<file path="config.mk">
export PLATFORM = sky130hd
export DESIGN_NAME = ddr_write_arbiter
export DESIGN_NICKNAME = d
export VERILOG_FILES = /design/src/rtl/ddr_write_arbiter.sv
export SDC_FILE = /design/constraint.sdc
export NUM_CORES = 1
export LEC_CHECK = 0
export ABC_CLOCK_PERIOD_IN_PS = 2700
export CAP_MARGIN = 20
export CORE_AREA = 2 2 211 213
export DETAILED_ROUTE_END_ITERATION = 12
export DIE_AREA = 0 0 213 215
export GPL_ROUTABILITY_DRIVEN = 0
export REMOVE_ABC_BUFFERS = 1
export SKIP_CTS_REPAIR_TIMING = 1
export SLEW_MARGIN = 20
export SYNTH_ARGS = -nofsm -noshare
export SYNTH_HDL_FRONTEND = slang
export SYNTH_SLANG_ARGS = --single-unit
export TNS_END_PERCENT = 1
</file>
<file path="constraint.sdc">
create_clock -name clk -period 2.7 [get_ports clk]
set_clock_uncertainty 0.2 [all_clocks]
set_input_delay 0.405 -clock clk [delete_from_list [all_inputs] [get_ports clk]]
set_output_delay 0.405 -clock clk [all_outputs]
set_load 0.03 [all_outputs]
</file>
<file path="src/rtl/ddr_write_arbiter.sv">
// Two-client DDR write arbiter.
// Grants one client a whole burst (address plus BEATS data beats).
module ddr_write_arbiter #(
  parameter int BEATS = 2
) (
  input  logic         clk,
  input  logic         rst,
  input  logic [30:0]  c0_af_addr_din,
  input  logic         c0_af_wr_en,
  input  logic [127:0] c0_wdf_din,
  input  logic [15:0]  c0_wdf_mask_din,
  input  logic         c0_wdf_wr_en,
  output logic         c0_af_full,
  output logic         c0_wdf_full,
  input  logic [30:0]  c1_af_addr_din,
  input  logic         c1_af_wr_en,
  input  logic [127:0] c1_wdf_din,
  input  logic [15:0]  c1_wdf_mask_din,
  input  logic         c1_wdf_wr_en,
  output logic         c1_af_full,
  output logic         c1_wdf_full,
  input  logic         af_full,
  input  logic         wdf_full,
  output logic [30:0]  af_addr_din,
  output logic         af_wr_en,
  output logic [127:0] wdf_din,
  output logic [15:0]  wdf_mask_din,
  output logic         wdf_wr_en,
  output logic [1:0]   grant
);

  typedef enum logic [1:0] {
    IDLE,
    OWN0,
    OWN1
  } state_t;

  localparam logic [2:0] BMAX = 3'(BEATS);

  state_t     state;
  logic       last;
  logic       addr_done;
  logic [2:0] beats;

  logic       own0;
  logic       own1;
  logic       c0_req;
  logic       c1_req;
  logic       a_acc;
  logic       b_acc;
  logic       done;
  logic       full_beats;
  logic [2:0] beats_nxt;

  // Ownership is masked during reset so nothing leaks to the FIFOs
  assign own0 = (state == OWN0) & ~rst;
  assign own1 = (state == OWN1) & ~rst;

  assign c0_req = c0_af_wr_en | c0_wdf_wr_en;
  assign c1_req = c1_af_wr_en | c1_wdf_wr_en;

  assign full_beats = (beats == BMAX);

  assign a_acc = ((own0 & c0_af_wr_en) |
                  (own1 & c1_af_wr_en)) &
                 ~af_full & ~addr_done;

  assign b_acc = ((own0 & c0_wdf_wr_en) |
                  (own1 & c1_wdf_wr_en)) &
                 ~wdf_full & (beats < BMAX);

  assign beats_nxt = beats + {2'b00, b_acc};

  assign done = (addr_done | a_acc) &
                (beats_nxt == BMAX);

  assign af_wr_en  = a_acc;
  assign wdf_wr_en = b_acc;

  assign grant = {state == OWN1, state == OWN0};

  assign c0_af_full  = own0 ?
                       (af_full | addr_done) : 1'b1;
  assign c0_wdf_full = own0 ?
                       (wdf_full | full_beats) : 1'b1;
  assign c1_af_full  = own1 ?
                       (af_full | addr_done) : 1'b1;
  assign c1_wdf_full = own1 ?
                       (wdf_full | full_beats) : 1'b1;

  // Route the owner's buses to the FIFOs, zero when idle
  always_comb begin
    af_addr_din  = '0;
    wdf_din      = '0;
    wdf_mask_din = '0;
    if (own0) begin
      af_addr_din  = c0_af_addr_din;
      wdf_din      = c0_wdf_din;
      wdf_mask_din = c0_wdf_mask_din;
    end else if (own1) begin
      af_addr_din  = c1_af_addr_din;
      wdf_din      = c1_wdf_din;
      wdf_mask_din = c1_wdf_mask_din;
    end
  end

  // Ownership FSM with round-robin tie break and burst counters
  always_ff @(posedge clk) begin
    if (rst) begin
      state     <= IDLE;
      last      <= 1'b1;
      addr_done <= 1'b0;
      beats     <= 3'd0;
    end else begin
      unique case (state)
        IDLE: begin
          addr_done <= 1'b0;
          beats     <= 3'd0;
          if (c0_req & (~c1_req | last))
            state <= OWN0;
          else if (c1_req)
            state <= OWN1;
        end
        OWN0, OWN1: begin
          if (done) begin
            state     <= IDLE;
            last      <= (state == OWN1);
            addr_done <= 1'b0;
            beats     <= 3'd0;
          end else begin
            addr_done <= addr_done | a_acc;
            beats     <= beats_nxt;
          end
        end
        default: state <= IDLE;
      endcase
    end
  end

endmodule

</file>
# ---- Word level (Yosys, flattened, before mapping)
# Cells that the tools add are included.
dict set report classes {
  reduce_logical 5
  magnitude_cmp 1
  eq_ne 6
  add_sub_neg 1
  n_bitwise 25
  muxes 18
}
# op count
set ops {}
lappend ops {{$mux 128} 2}
lappend ops {{$mux 31} 2}
lappend ops {{$mux 16} 2}
lappend ops {{$and 1x1->1} 12}
lappend ops {{$or 1x1->1} 8}
lappend ops {{$eq 3x2->1 const B} 2}
lappend ops {{$mux 2} 3}
lappend ops {{$pmux 3 s2} 1}
lappend ops {{$mux 1} 5}
lappend ops {{$not 1->1} 5}
lappend ops {{$pmux 2 s2} 1}
lappend ops {{$reduce_and 2->1} 2}
lappend ops {{$add 3x1->3} 1}
lappend ops {{$lt 3x2->1 const B} 1}
lappend ops {{$mux 3} 1}
lappend ops {{$ne 3x3->1 const B} 1}
lappend ops {{$eq 2x1->1 const B} 1}
lappend ops {{$eq 2x2->1 const B} 1}
lappend ops {{$logic_not 2->1} 1}
lappend ops {{$ne 2x2->1 const B} 1}
lappend ops {{$pmux 1 s2} 1}
lappend ops {{$reduce_bool 2->1} 1}
lappend ops {{$reduce_or 2->1} 1}
dict set report totals {
  inputBits 358
  word_cells 60
  reg_bits 7
  out_inout_bits 183
}

# ---- Longest topological paths before layout
dict set report logic_depth {
  depth_word 11
  ltp_mapped 10
  depth_no_buf 10
}

# ---- Least setup slack after synthesis
# Ideal clock, no wire load.
dict set report synth_path {
  path_type {reg2reg}
  startpoint {register state[0]}
  endpoint {register state[0]}
  required_time_ps 2413
  slack_ps -277
  setup_time_ps 87
  stages_incl_launch_ff 11
  t_arrival_ps 2690
  path_cell_list {dfxtp_1 inv_1 ha_1 a22oi_1 nor2_1 ha_1 ha_1 xnor2_1 a21oi_1 or4_1 o31ai_1}
}
dict set report synth_between {
  elab_chain_cells 11
  word_cells_on_any_way 24
  classes_between {1 x add/sub; 5 x eq/ne; 1 x mux; 14 x bitwise; 3 x reduce/logical}
}
# item line
set synth_lines {}
lappend synth_lines {{start: declaration} 40} ;# state_t state;
lappend synth_lines {{start signal: assignment} 110} ;# state <= IDLE;
lappend synth_lines {{start signal: assignment} 120} ;# state <= OWN0;
lappend synth_lines {{start signal: assignment} 122} ;# state <= OWN1;
lappend synth_lines {{$eq 2x2->1} -}
lappend synth_lines {{via grant[1]} 29} ;# output logic [1:0] grant
lappend synth_lines {{$and 1x1->1} 57} ;# assign own1 = (state == OWN1) & ~rst;
lappend synth_lines {{$and 1x1->1} 69} ;# (own1 & c1_wdf_wr_en)) &
lappend synth_lines {{$or 1x1->1} 68} ;# assign b_acc = ((own0 & c0_wdf_wr_en) |
lappend synth_lines {{$and 1x1->1} 69}
lappend synth_lines {{$and 1x1->1} 70} ;# ~wdf_full & (beats < BMAX);
lappend synth_lines {{via wdf_wr_en} 28} ;# output logic wdf_wr_en,
lappend synth_lines {{$add 3x1->3} 72} ;# assign beats_nxt = beats + {2'b00, b_acc};
lappend synth_lines {{$eq 3x2->1} 75} ;# (beats_nxt == BMAX);
lappend synth_lines {{$and 1x1->1} 74} ;# assign done = (addr_done | a_acc) &
lappend synth_lines {{$ne 2x2->1 (no source line)} -}
lappend synth_lines {{$reduce_and 2->1 (no source line)} -}
# The timed path passes the listed nets, and every way through them passes these cells.
# A chain may end at the register's enable or synchronous reset.

# ---- Worst setup path after layout
dict set report layout_path {
  startpoint {register state[0]}
  endpoint {output wdf_din[50]}
}
dict set report layout_between {
  elab_chain_cells 4
  word_cells_on_any_way 6
  classes_between {2 x eq/ne; 2 x mux; 2 x bitwise}
}
# item line
set layout_lines {}
lappend layout_lines {{$eq 2x2->1} 57}
lappend layout_lines {{$and 1x1->1} 57}
lappend layout_lines {{$mux 128} 100} ;# end else if (own1) begin
lappend layout_lines {{$mux 128 (*)} 96} ;# if (own0) begin
lappend layout_lines {{end: declaration} 26} ;# output logic [127:0] wdf_din,
# Every way passes the cells marked *; elsewhere a longest branch is shown, timed or not.

==> metrics.txt <==
status finished with violations; failing checks setup timing; Core Footprint 43600 um^2; Slew headroom 0.686; post-route ant nets 0; reg2reg start state[1]; max_cap viols 0; final period utilization 1.00; CP dominant cell by count buf_4; fillers 4761; area grow syn2layout 313%; minimum clock period 2710 ps; placed cells 1431; WHS 268 ps; Vias 4957; layout cells sized above 1 0.316; Data required, critical path 2100 ps; leakage 3.81 nW; CP top delay family buffers and inverters; DRT iter0 DRCs 258; Worst Path Max Fanout 16; Worst VDD drop 0.000310 V; Slew Viols, Final 0; Flop pwr share 0.030; commonest cells in the netlist 175 x a22o_1, 20 x buf_2, 20 x clkbuf_1, 9 x nor2_1; Mapped Area 2240 um^2; worst path cell trace inv_1, ha_2, nor2b_2, and2b_4, buf_12, clkbuf_16, buf_4, a22o_1, buf_4; Synth top area share 0.685; Clk Latency, worst-skew pair 240 ps; Rows 77; Clock Path Buffers 2; H-tree Lvls 1; first-pass GRT wire length 32200 um; die width 213 um; IO buf count 540; root buf cell clkbuf_16; Clk pwr share 0.063; CP startpoint kind flip-flop; vias in the first global route 4994; Synth Area per Inst 7.97 um^2; Setup crit end kind primary output; net switching power 0.00195 W; clock sink total 7; Cell Pwr Density 451 nW/um^2; kind of critical path flip-flop to primary output; fin nets 1214; EDFF count, synth 0; Netlist cell types 30; dpl hpwl 20900 um; Main synth FF type dfxtp_1; RSZ-0062 raised after global routing yes; initial antenna violation count 2; drt wl/cell 17.1 um; Comb pwr share 0.907; post-synthesis register bit count 7; DRC 0; CTS tree built; most numerous cell in the Yosys netlist a22o_1; post-synthesis sequential area ratio 0.0626; CP max stage delay 360 ps; Final Hold Viols 0; Fin Setup TNS -7.74 ps; Sw Ratio 0.468; gr usage total 0.0936; Yosys top cell by area a22o_1; asr flop ratio synth 0; die height 215 um; Worst-path clk slew 40 ps; Buffers & Inverters on Critical Path 5; Final setup viols 2; worst slew pin tran 466 ps; Worst Setup SP state[0]; Slowest-stage cell, CP dfxtp_1; Layout Cells excl Fill 1442; crit path DAT 2100 ps; HP Class flip-flop to flip-flop; Mapped Cells 281; 1st-pass router iterations 4; vias per inst 3.44; WL final 24600 um; Hold Crit Start beats[0]; Die ar. 45800 um^2; Total Power 0.00417 W; CTS Buf Count 3; GRT overflow 0; I/O pin count 541; Ys Warns 0; initial cell density of the core 0.0513; Worst Setup Slack, final -6.90 ps; largest net degree at the start of global routing 39; total internal power 0.00222 W; synth top area cells a22o_1 68%, dfxtp_1 6.3%, buf_2 4.5%; achievable frequency 369 MHz
==> cells in the final DEF (no fill, tap or decap), types with 2 or more instances in the layout <==
cell type	count
clkdlybuf4s50_1	360
clkbuf_16	4
ha_1	4
a22o_1	164
a22o_4	9
ha_2	2
buf_6	3
buf_4	177
a22o_2	2
nor2_1	8
nor2b_1	2
inv_1	5
buf_12	62
dfxtp_1	7
a22oi_2	2
nor4_1	3
o22ai_1	2
a21oi_1	4
nand2_1	7
==> registers in the layout, indices dropped and copies added, names as in the netlist <==
register	flops
beats	3
addr_done	1
state	2
last	1
==> power groups by stage <==
stage / combinational (W) / clock, W / sequential [W]
after floorplan: 0.00167 / 0 / 0.000124
after global placement: 0.00369 / 0 / 0.000127
after detailed placement: 0.00370 / 0 / 0.000127
after CTS: 0.00372 / 0.000263 / 0.000126
after global routing: 0.00396 / 0.000268 / 0.000128
final: 0.00378 / 0.000261 / 0.000126
==> kinds of logic (layout without fill, tap and decap cells) <==
kind of cell | after synthesis | after routing | share of synthesized area
other | 0 | 1 | 0
xor gates and xnor gates | 1 | 1 | 0.00391
and+or+nand+nor | 30 | 30 | 0.0676
AOI/OAI and AO/OA | 191 | 191 | 0.741
muxes | 1 | 1 | 0.00447
buffers and inverters | 45 | 613 | 0.0866
DFF | 7 | 7 | 0.0626
adders and majority gates | 6 | 6 | 0.0335
==> path summary, 6_finish.rpt <==
| kind | slack [ps] | to | depth (start not counted) |
|---|---|---|---|
| setup reg to reg | 80 | state[0] | 10 |
| hold reg to reg | 270 | beats[0] | 2 |
| hold / removal | 270 | beats[0] | 2 |
| setup / recovery | -7 | wdf_din[50] | 9 |
==> per-stage QoR <==
step	setup WS [ps]	instance area, um^2	utilization
floorplan	-6140	2060	-
global placement	-326	8970	0.206
detailed placement	-319	8970	0.206
CTS	-133	9050	0.207
global route	-98.1	9250	0.212
finish	-6.90	9250	0.212
==> final cells by class <==
| type | count | area [um^2] | area share |
|---|---|---|---|
| tap | 592 | 741 | 0.0801 |
| antenna | 1 | 2.50 | 0.000271 |
| sequential | 7 | 140 | 0.0151 |
| timing repair buffer | 604 | 6240 | 0.675 |
| inverter | 5 | 18.8 | 0.00203 |
| multi-input combinational | 229 | 2020 | 0.219 |
| clock buffer | 4 | 78.8 | 0.00852 |
==> worst register-to-register path, delay by kind of cell (launching register included) <==
| family | cells | cell delay [ps] |
|---|---|---|
| simple gates | 3 | 750 |
| buf+inv | 1 | 80 |
| compound gates | 3 | 370 |
| fa+ha+maj | 3 | 770 |
| flops | 1 | 380 |
==> metal layers <==
layer / global-route usage / vias to the layer above / wire, um
li1: - / 2344 / -
met3: 0.0228 / 6 / 2410
met4: 0.00443 / 2 / 41
met1: 0.122 / 2325 / 10600
met2: 0.163 / 280 / 11600
met5: 0 / - / 13
(Power assumes the default switching activity.)
